===== src/rtl/ps2_keyboard_sender.sv =====
// ----------------------------------------------------------------------------
// ps2_keyboard_sender
//
// Device-side PS/2 keyboard emulator. Accepts ASCII key events (press or
// release), maps them to PS/2 Set-2 make/break byte sequences, and adds the
// Shift prefix/suffix for uppercase letters. Each byte goes out as an 11-bit
// frame (start, 8 data bits LSB first, odd parity, stop) on self-generated
// ps2_clk/ps2_data lines. Consecutive frames are separated by an idle gap.
//
// Parameters:
//   CLK_DIV     system cycles per ps2_clk half-period (>= 2)
//   GAP_CYCLES  idle cycles with both lines high between frames (>= 1)
//
// Ports:
//   clk              system clock
//   rst              synchronous reset, active-high
//   key_valid        key event offered
//   key_ascii        ASCII code of the offered event
//   key_release      1 = release (break), 0 = press (make)
//   key_ready        event accepted on a cycle with key_valid && key_ready
//   busy             a byte sequence is in progress (= !key_ready)
//   err_unsupported  one-cycle pulse after accepting an unmapped ASCII code
//   ps2_clk          PS/2 clock, idle high
//   ps2_data         PS/2 data, idle high
//   byte_cnt         completed frames, wraps 0xFF -> 0x00
// ----------------------------------------------------------------------------
module ps2_keyboard_sender #(
    parameter int CLK_DIV    = 4,
    parameter int GAP_CYCLES = 16
) (
    input  logic       clk,
    input  logic       rst,
    input  logic       key_valid,
    input  logic [7:0] key_ascii,
    input  logic       key_release,
    output logic       key_ready,
    output logic       busy,
    output logic       err_unsupported,
    output logic       ps2_clk,
    output logic       ps2_data,
    output logic [7:0] byte_cnt
);

    typedef enum logic [1:0] {
        S_IDLE,
        S_LOAD,
        S_BIT,
        S_GAP
    } state_t;

    typedef struct packed {
        logic       ok;
        logic       upper;
        logic [7:0] code;
    } key_map_t;

    localparam int BIT_CYCLES = 2 * CLK_DIV;
    localparam int CNT_MAX    = (BIT_CYCLES > GAP_CYCLES) ? BIT_CYCLES : GAP_CYCLES;
    localparam int CW         = $clog2(CNT_MAX + 1);

    // ASCII to Set-2 make code. Uppercase letters reuse the lowercase code
    // and are flagged so the sequence gets wrapped in Shift.
    function automatic key_map_t map_key(input logic [7:0] ascii);
        key_map_t   m;
        logic [7:0] folded;
        m      = '{ok: 1'b1, upper: 1'b0, code: 8'h00};
        folded = ascii;
        if (ascii >= 8'h41 && ascii <= 8'h5A) begin
            m.upper = 1'b1;
            folded  = ascii | 8'h20;
        end
        case (folded)
            8'h31: m.code = 8'h16;  8'h32: m.code = 8'h1E;  8'h33: m.code = 8'h26;
            8'h34: m.code = 8'h25;  8'h35: m.code = 8'h2E;  8'h36: m.code = 8'h36;
            8'h37: m.code = 8'h3D;  8'h38: m.code = 8'h3E;  8'h39: m.code = 8'h46;
            8'h30: m.code = 8'h45;
            8'h61: m.code = 8'h1C;  8'h62: m.code = 8'h32;  8'h63: m.code = 8'h21;
            8'h64: m.code = 8'h23;  8'h65: m.code = 8'h24;  8'h66: m.code = 8'h2B;
            8'h67: m.code = 8'h34;  8'h68: m.code = 8'h33;  8'h69: m.code = 8'h43;
            8'h6A: m.code = 8'h3B;  8'h6B: m.code = 8'h42;  8'h6C: m.code = 8'h4B;
            8'h6D: m.code = 8'h3A;  8'h6E: m.code = 8'h31;  8'h6F: m.code = 8'h44;
            8'h70: m.code = 8'h4D;  8'h71: m.code = 8'h15;  8'h72: m.code = 8'h2D;
            8'h73: m.code = 8'h1B;  8'h74: m.code = 8'h2C;  8'h75: m.code = 8'h3C;
            8'h76: m.code = 8'h2A;  8'h77: m.code = 8'h1D;  8'h78: m.code = 8'h22;
            8'h79: m.code = 8'h35;  8'h7A: m.code = 8'h1A;
            default: begin
                m.ok    = 1'b0;
                m.upper = 1'b0;
            end
        endcase
        return m;
    endfunction

    state_t        state;
    state_t        state_next;
    key_map_t      key_map;
    logic          accept;
    logic [CW-1:0] cnt;          // bit-period or gap cycle counter
    logic [3:0]    bit_idx;      // 0 = start ... 10 = stop
    logic [10:0]   frame;        // frame[0] is the bit currently on ps2_data
    logic [7:0]    seq [4];      // byte sequence of the accepted event
    logic [1:0]    seq_idx;
    logic [1:0]    seq_last;     // index of the final byte in seq
    logic [7:0]    cur_byte;
    logic          bit_end;
    logic          frame_done;
    logic          gap_end;
    logic          last_byte;

    assign key_map    = map_key(key_ascii);
    assign accept     = (state == S_IDLE) && key_valid && key_map.ok;
    assign cur_byte   = seq[seq_idx];
    assign bit_end    = (cnt == CW'(BIT_CYCLES - 1));
    assign frame_done = (state == S_BIT) && bit_end && (bit_idx == 4'd10);
    assign gap_end    = (cnt == CW'(GAP_CYCLES - 1));
    assign last_byte  = (seq_idx == seq_last);
    assign busy       = ~key_ready;

    // NOTE: sequential state is updated with non-blocking assignments so every
    // register samples the pre-edge values of the others.
    always_ff @(posedge clk) begin
        if (rst) begin
            state <= S_IDLE;
        end else begin
            state <= state_next;
        end
    end

    always_comb begin
        // NOTE: every signal driven here gets a default first, so no path
        // through the case can leave a latch behind.
        state_next = state;
        key_ready  = 1'b0;
        ps2_clk    = 1'b1;
        ps2_data   = 1'b1;
        case (state)
            S_IDLE: begin
                key_ready = 1'b1;
                if (accept) begin
                    state_next = S_LOAD;
                end
            end
            S_LOAD: begin
                state_next = S_BIT;
            end
            S_BIT: begin
                // High phase first, so data settles before the falling edge.
                ps2_clk  = (cnt < CW'(CLK_DIV));
                ps2_data = frame[0];
                if (frame_done) begin
                    state_next = S_GAP;
                end
            end
            S_GAP: begin
                if (gap_end) begin
                    state_next = last_byte ? S_IDLE : S_LOAD;
                end
            end
            default: begin
                state_next = S_IDLE;
            end
        endcase
    end

    always_ff @(posedge clk) begin
        if (rst) begin
            cnt             <= '0;
            bit_idx         <= '0;
            frame           <= '1;
            seq_idx         <= '0;
            seq_last        <= '0;
            byte_cnt        <= '0;
            err_unsupported <= 1'b0;
        end else begin
            // Unmapped codes still complete the handshake; only flag them.
            err_unsupported <= (state == S_IDLE) && key_valid && !key_map.ok;
            case (state)
                S_IDLE: begin
                    if (accept) begin
                        seq_idx  <= '0;
                        seq_last <= {key_release & key_map.upper, key_release | key_map.upper};
                    end
                end
                S_LOAD: begin
                    frame   <= {1'b1, ~^cur_byte, cur_byte, 1'b0};
                    cnt     <= '0;
                    bit_idx <= '0;
                end
                S_BIT: begin
                    if (bit_end) begin
                        cnt     <= '0;
                        bit_idx <= bit_idx + 4'd1;
                        frame   <= {1'b1, frame[10:1]};
                        if (bit_idx == 4'd10) begin
                            byte_cnt <= byte_cnt + 8'd1;
                        end
                    end else begin
                        cnt <= cnt + 1'b1;
                    end
                end
                S_GAP: begin
                    if (gap_end) begin
                        cnt     <= '0;
                        seq_idx <= seq_idx + 2'd1;
                    end else begin
                        cnt <= cnt + 1'b1;
                    end
                end
                default: begin
                end
            endcase
        end
    end

    // NOTE: the sequence buffer has no reset; it is always rewritten on
    // acceptance before LOAD reads any entry.
    always_ff @(posedge clk) begin
        if (accept) begin
            case ({key_release, key_map.upper})
                2'b00: begin
                    seq[0] <= key_map.code;
                end
                2'b01: begin
                    seq[0] <= 8'h12;
                    seq[1] <= key_map.code;
                end
                2'b10: begin
                    seq[0] <= 8'hF0;
                    seq[1] <= key_map.code;
                end
                default: begin
                    seq[0] <= 8'hF0;
                    seq[1] <= key_map.code;
                    seq[2] <= 8'hF0;
                    seq[3] <= 8'h12;
                end
            endcase
        end
    end

endmodule

===== config.mk =====
export PLATFORM = sky130hd
export DESIGN_NAME = ps2_keyboard_sender
export DESIGN_NICKNAME = d
export VERILOG_FILES = /design/src/rtl/ps2_keyboard_sender.sv
export SDC_FILE = /design/constraint.sdc
export NUM_CORES = 1
export LEC_CHECK = 0
export CORE_UTILIZATION = 25
export CTS_CLUSTER_DIAMETER = 200
export CTS_CLUSTER_SIZE = 10
export DETAILED_ROUTE_END_ITERATION = 6
export GPL_ROUTABILITY_DRIVEN = 0
export SYNTH_ARGS = -nofsm -noshare
export SYNTH_HDL_FRONTEND = slang
export SYNTH_SLANG_ARGS = --single-unit

===== constraint.sdc =====
create_clock -name clk -period 3.14 [get_ports clk]
set_input_delay 0.314 -clock clk [delete_from_list [all_inputs] [get_ports clk]]
set_output_delay 0.314 -clock clk [all_outputs]
set_load 0.02 [all_outputs]

==> reports/results.ini <==
[outcome]
status=finished, final reports clean

[clocking]
cts_setup_buffers=0
insertion_delay_ns=0.29
clk_pin_slew_ns=0.06
clockBufferDepth=2
cts_sinks=51
cts.repair.resized=0
cts_buffers=5
cts_root_buf=clkbuf_16
ctsHoldBuffers=0
h-tree-depth=2
cts_tree=yes

[worst_setup_path]
cp.required_ns=3.19
arrival_ns=2.64
worst_setup_path_start_kind=input port
r2r_start=cnt[0]
end_kind=flip-flop
rr_worst_depth=7
criticalPathCategory=input port to flip-flop
r2r_setup_slack_ns=0.69
crit_path_max_fanout=39
timing.rr.end=byte_cnt[7]

[synth]
yosysSeqAreaShare_pct=34.4
syn_area_per_cell_um2=8.05
ys_async_sr_fraction_pct=0
synth_nets=445
yosys_register_bits=51
synth_edf_count=15
ys_types=63
yosys_warnings=0
synthCells=423
netlist_area_um2=3410
synth_ff_type=dfxtp_1

[power_and_ir_drop]
power.density_nw_per_um2=449
power_switching_w=0.000548
pwr-share-seq_pct=43.5
pwr-share-comb_pct=26.5
cellLeakagePower_nw=1.39
p_int_w=0.00125
p_sw_share_pct=30.4
power_frac_clock_pct=30.0
vdd_ir_drop_max_mv=0.218

[die]
pin_count=25
row_count=42
dieHeight_um=119
core_um2=13200
die_w_um=119
initial_core_util_pct=25.7
die-area_um2=14100

[placement]
port_buffers=24
place_hpwl_um=6330

[final_layout]
final_util_pct=30.3
synthToLayoutAreaGrowth_pct=18.0
mostFrequentLayoutCells=43 x nor2_1, 37 x a21oi_1, 36 x dfxtp_1, 33 x nand2_1, 26 x o21ai_0
final_common_cell=nor2_1
n_antenna_cell=0
fin_nets=465
drive_above_1_share_pct=7.88

[routing]
drc=0
ant_nets=0
drt_pass1_iterations=4
route.detailed.wl_per_inst_um=13.7
dr_total_vias=3172
wirelength_um=8470
drt_iter0_drc=202
viasPerCell=5.12

[grt]
grt_max_degree=40
grt_usage_pct=12.4
antenna_found_initial=0
grt_pass1_vias=3031
grt_overflow_total=0
grt_pass1_wl_um=14500

[sta]
slew_headroom_pct=61.8
period_minus_slack_ns=2.59
period_share_pct=82.5
finClkSkew_ns=0.00438
timing.final.hold_violations=0
setup_violations=0
fmax_mhz=386
grt_setup_unrepaired=false
setup_tns_ns=0
slew_violations=0
worst_pin_slew_ns=0.573

[min_path]
min_to=frame[4]
hp-class=flip-flop to flip-flop
holdPathStages=2
min-delay-start=frame[5]

[job]
drv_cap=0

==> worst max path at each step <==
stage | start | endpoint | cells after the start
2_1_floorplan | key_ascii[4] | seq[1][0] | 8
3_3_place_gp | key_ascii[7] | seq[1][5] | 7
3_5_place_dp | key_ascii[0] | seq[0][5] | 9
4_1_cts | key_ascii[0] | seq[0][5] | 9
5_1_grt | key_ascii[7] | seq[1][6] | 7
6_report | key_ascii[0] | seq[0][5] | 9
==> layout make-up <==
cell class,count,area [µm²]
clock inverter,1,5.00
inverter,13,48.8
clock buffer,7,143
sequential,51,1170
multi-input combinational,329,2050
timing repair buffer,43,383
fill,1423,9220
tap,176,220
==> cells in the mapped netlist, types with 2 or more instances <==
| library cell | count | area, µm² |
|---|---|---|
| o31ai_1 | 3 | 22.5 |
| nand4b_1 | 2 | 17.5 |
| a31oi_1 | 7 | 43.8 |
| clkbuf_1 | 19 | 71.3 |
| nor3_1 | 9 | 45.0 |
| a211oi_1 | 9 | 67.6 |
| o211ai_1 | 6 | 45.0 |
| mux2i_1 | 4 | 40.0 |
| nand3b_1 | 5 | 37.5 |
| a21o_1 | 4 | 30.0 |
| xnor2_1 | 15 | 131 |
| xor2_1 | 9 | 78.8 |
| inv_1 | 13 | 48.8 |
| o21ai_0 | 26 | 130 |
| nor2b_1 | 10 | 62.6 |
| or3_1 | 7 | 43.8 |
| nor4b_1 | 2 | 17.5 |
| mux2_2 | 2 | 22.5 |
| nand2_1 | 33 | 124 |
| a22oi_1 | 2 | 15.0 |
| nand4_1 | 10 | 62.6 |
| o2111ai_1 | 2 | 17.5 |
| nor4_1 | 2 | 12.5 |
| buf_2 | 6 | 30.0 |
| o22ai_1 | 3 | 18.8 |
| a21oi_1 | 37 | 185 |
| nand4bb_1 | 2 | 22.5 |
| a2111oi_0 | 4 | 35.0 |
| edfxtp_1 | 15 | 450 |
| nor3b_1 | 3 | 22.5 |
| and2_1 | 4 | 25.0 |
| ha_1 | 10 | 125 |
| nand2b_1 | 10 | 62.6 |
| nor2_1 | 43 | 161 |
| dfxtp_1 | 36 | 721 |
| nand3_1 | 18 | 90.1 |
| and3_1 | 3 | 18.8 |
| buf_4 | 3 | 22.5 |
==> logic make-up (layout without fill, tap and decap cells) <==
| logic type | after synthesis | count (layout) | share of synthesized area [%] |
|---|---|---|---|
| compound gates | 116 | 116 | 21.4 |
| xor+xnor | 24 | 24 | 6.17 |
| fa+ha+maj | 11 | 11 | 3.97 |
| buf+inv | 43 | 64 | 5.51 |
| flops | 51 | 51 | 34.4 |
| mux | 6 | 6 | 1.84 |
| simple gates | 172 | 172 | 26.8 |
==> registers in the layout (all words and copies together) (netlist names), named ones only <==
| signal | flops |
|---|---|
| bit_idx | 4 |
| cnt | 5 |
| err_unsupported | 1 |
| frame | 10 |
| seq | 15 |
| byte_cnt | 8 |
| seq_last | 2 |
| state | 2 |
| seq_idx | 2 |
==> routing by layer <==
| metal | up-vias | track usage, % | wire length, µm |
|---|---|---|---|
| met1 | 1489 | 15.9 | 3850 |
| met3 | 15 | 2.51 | 437 |
| met4 | 0 | 3.64 | 164 |
| met5 | - | 0 | 0 |
| met2 | 98 | 20.9 | 4020 |
| li1 | 1570 | - | - |
==> power groups by stage <==
stage | combinational, W | clock, W | sequential, W
2_1_floorplan | 0.000341 | 0 | 0.000788
3_3_place_gp | 0.000470 | 0 | 0.000797
3_5_place_dp | 0.000478 | 0 | 0.000800
4_1_cts | 0.000480 | 0.000555 | 0.000785
5_1_grt | 0.000537 | 0.000589 | 0.000793
6_report | 0.000478 | 0.000540 | 0.000784
==> critical path: stages <==
cell and delay [ns]:
clkdlybuf4s50_1 0.45, buf_4 0.32, nand2b_1 0.20, a21oi_1 0.08
o41ai_1 0.52, a31oi_2 0.16, buf_4 0.21, and2_1 0.20
a21o_1 0.17
==> through the flow <==
stage | worst slack (ns) | power [W] | instance area (µm²) | instances | hold slack, ns
2_1_floorplan | 0.652 | 0.00113 | 3410 | 423 | 0.438
3_3_place_gp | 0.328 | 0.00127 | 3870 | 612 | 0.448
3_5_place_dp | 0.267 | 0.00128 | 3870 | 612 | 0.453
4_1_cts | 0.577 | 0.00182 | 4020 | 620 | 0.468
5_1_grt | 0.360 | 0.00192 | 4020 | 620 | 0.490
6_report | 0.548 | 0.00180 | 4020 | 620 | 0.467
Power figures use the tool's default switching activity.
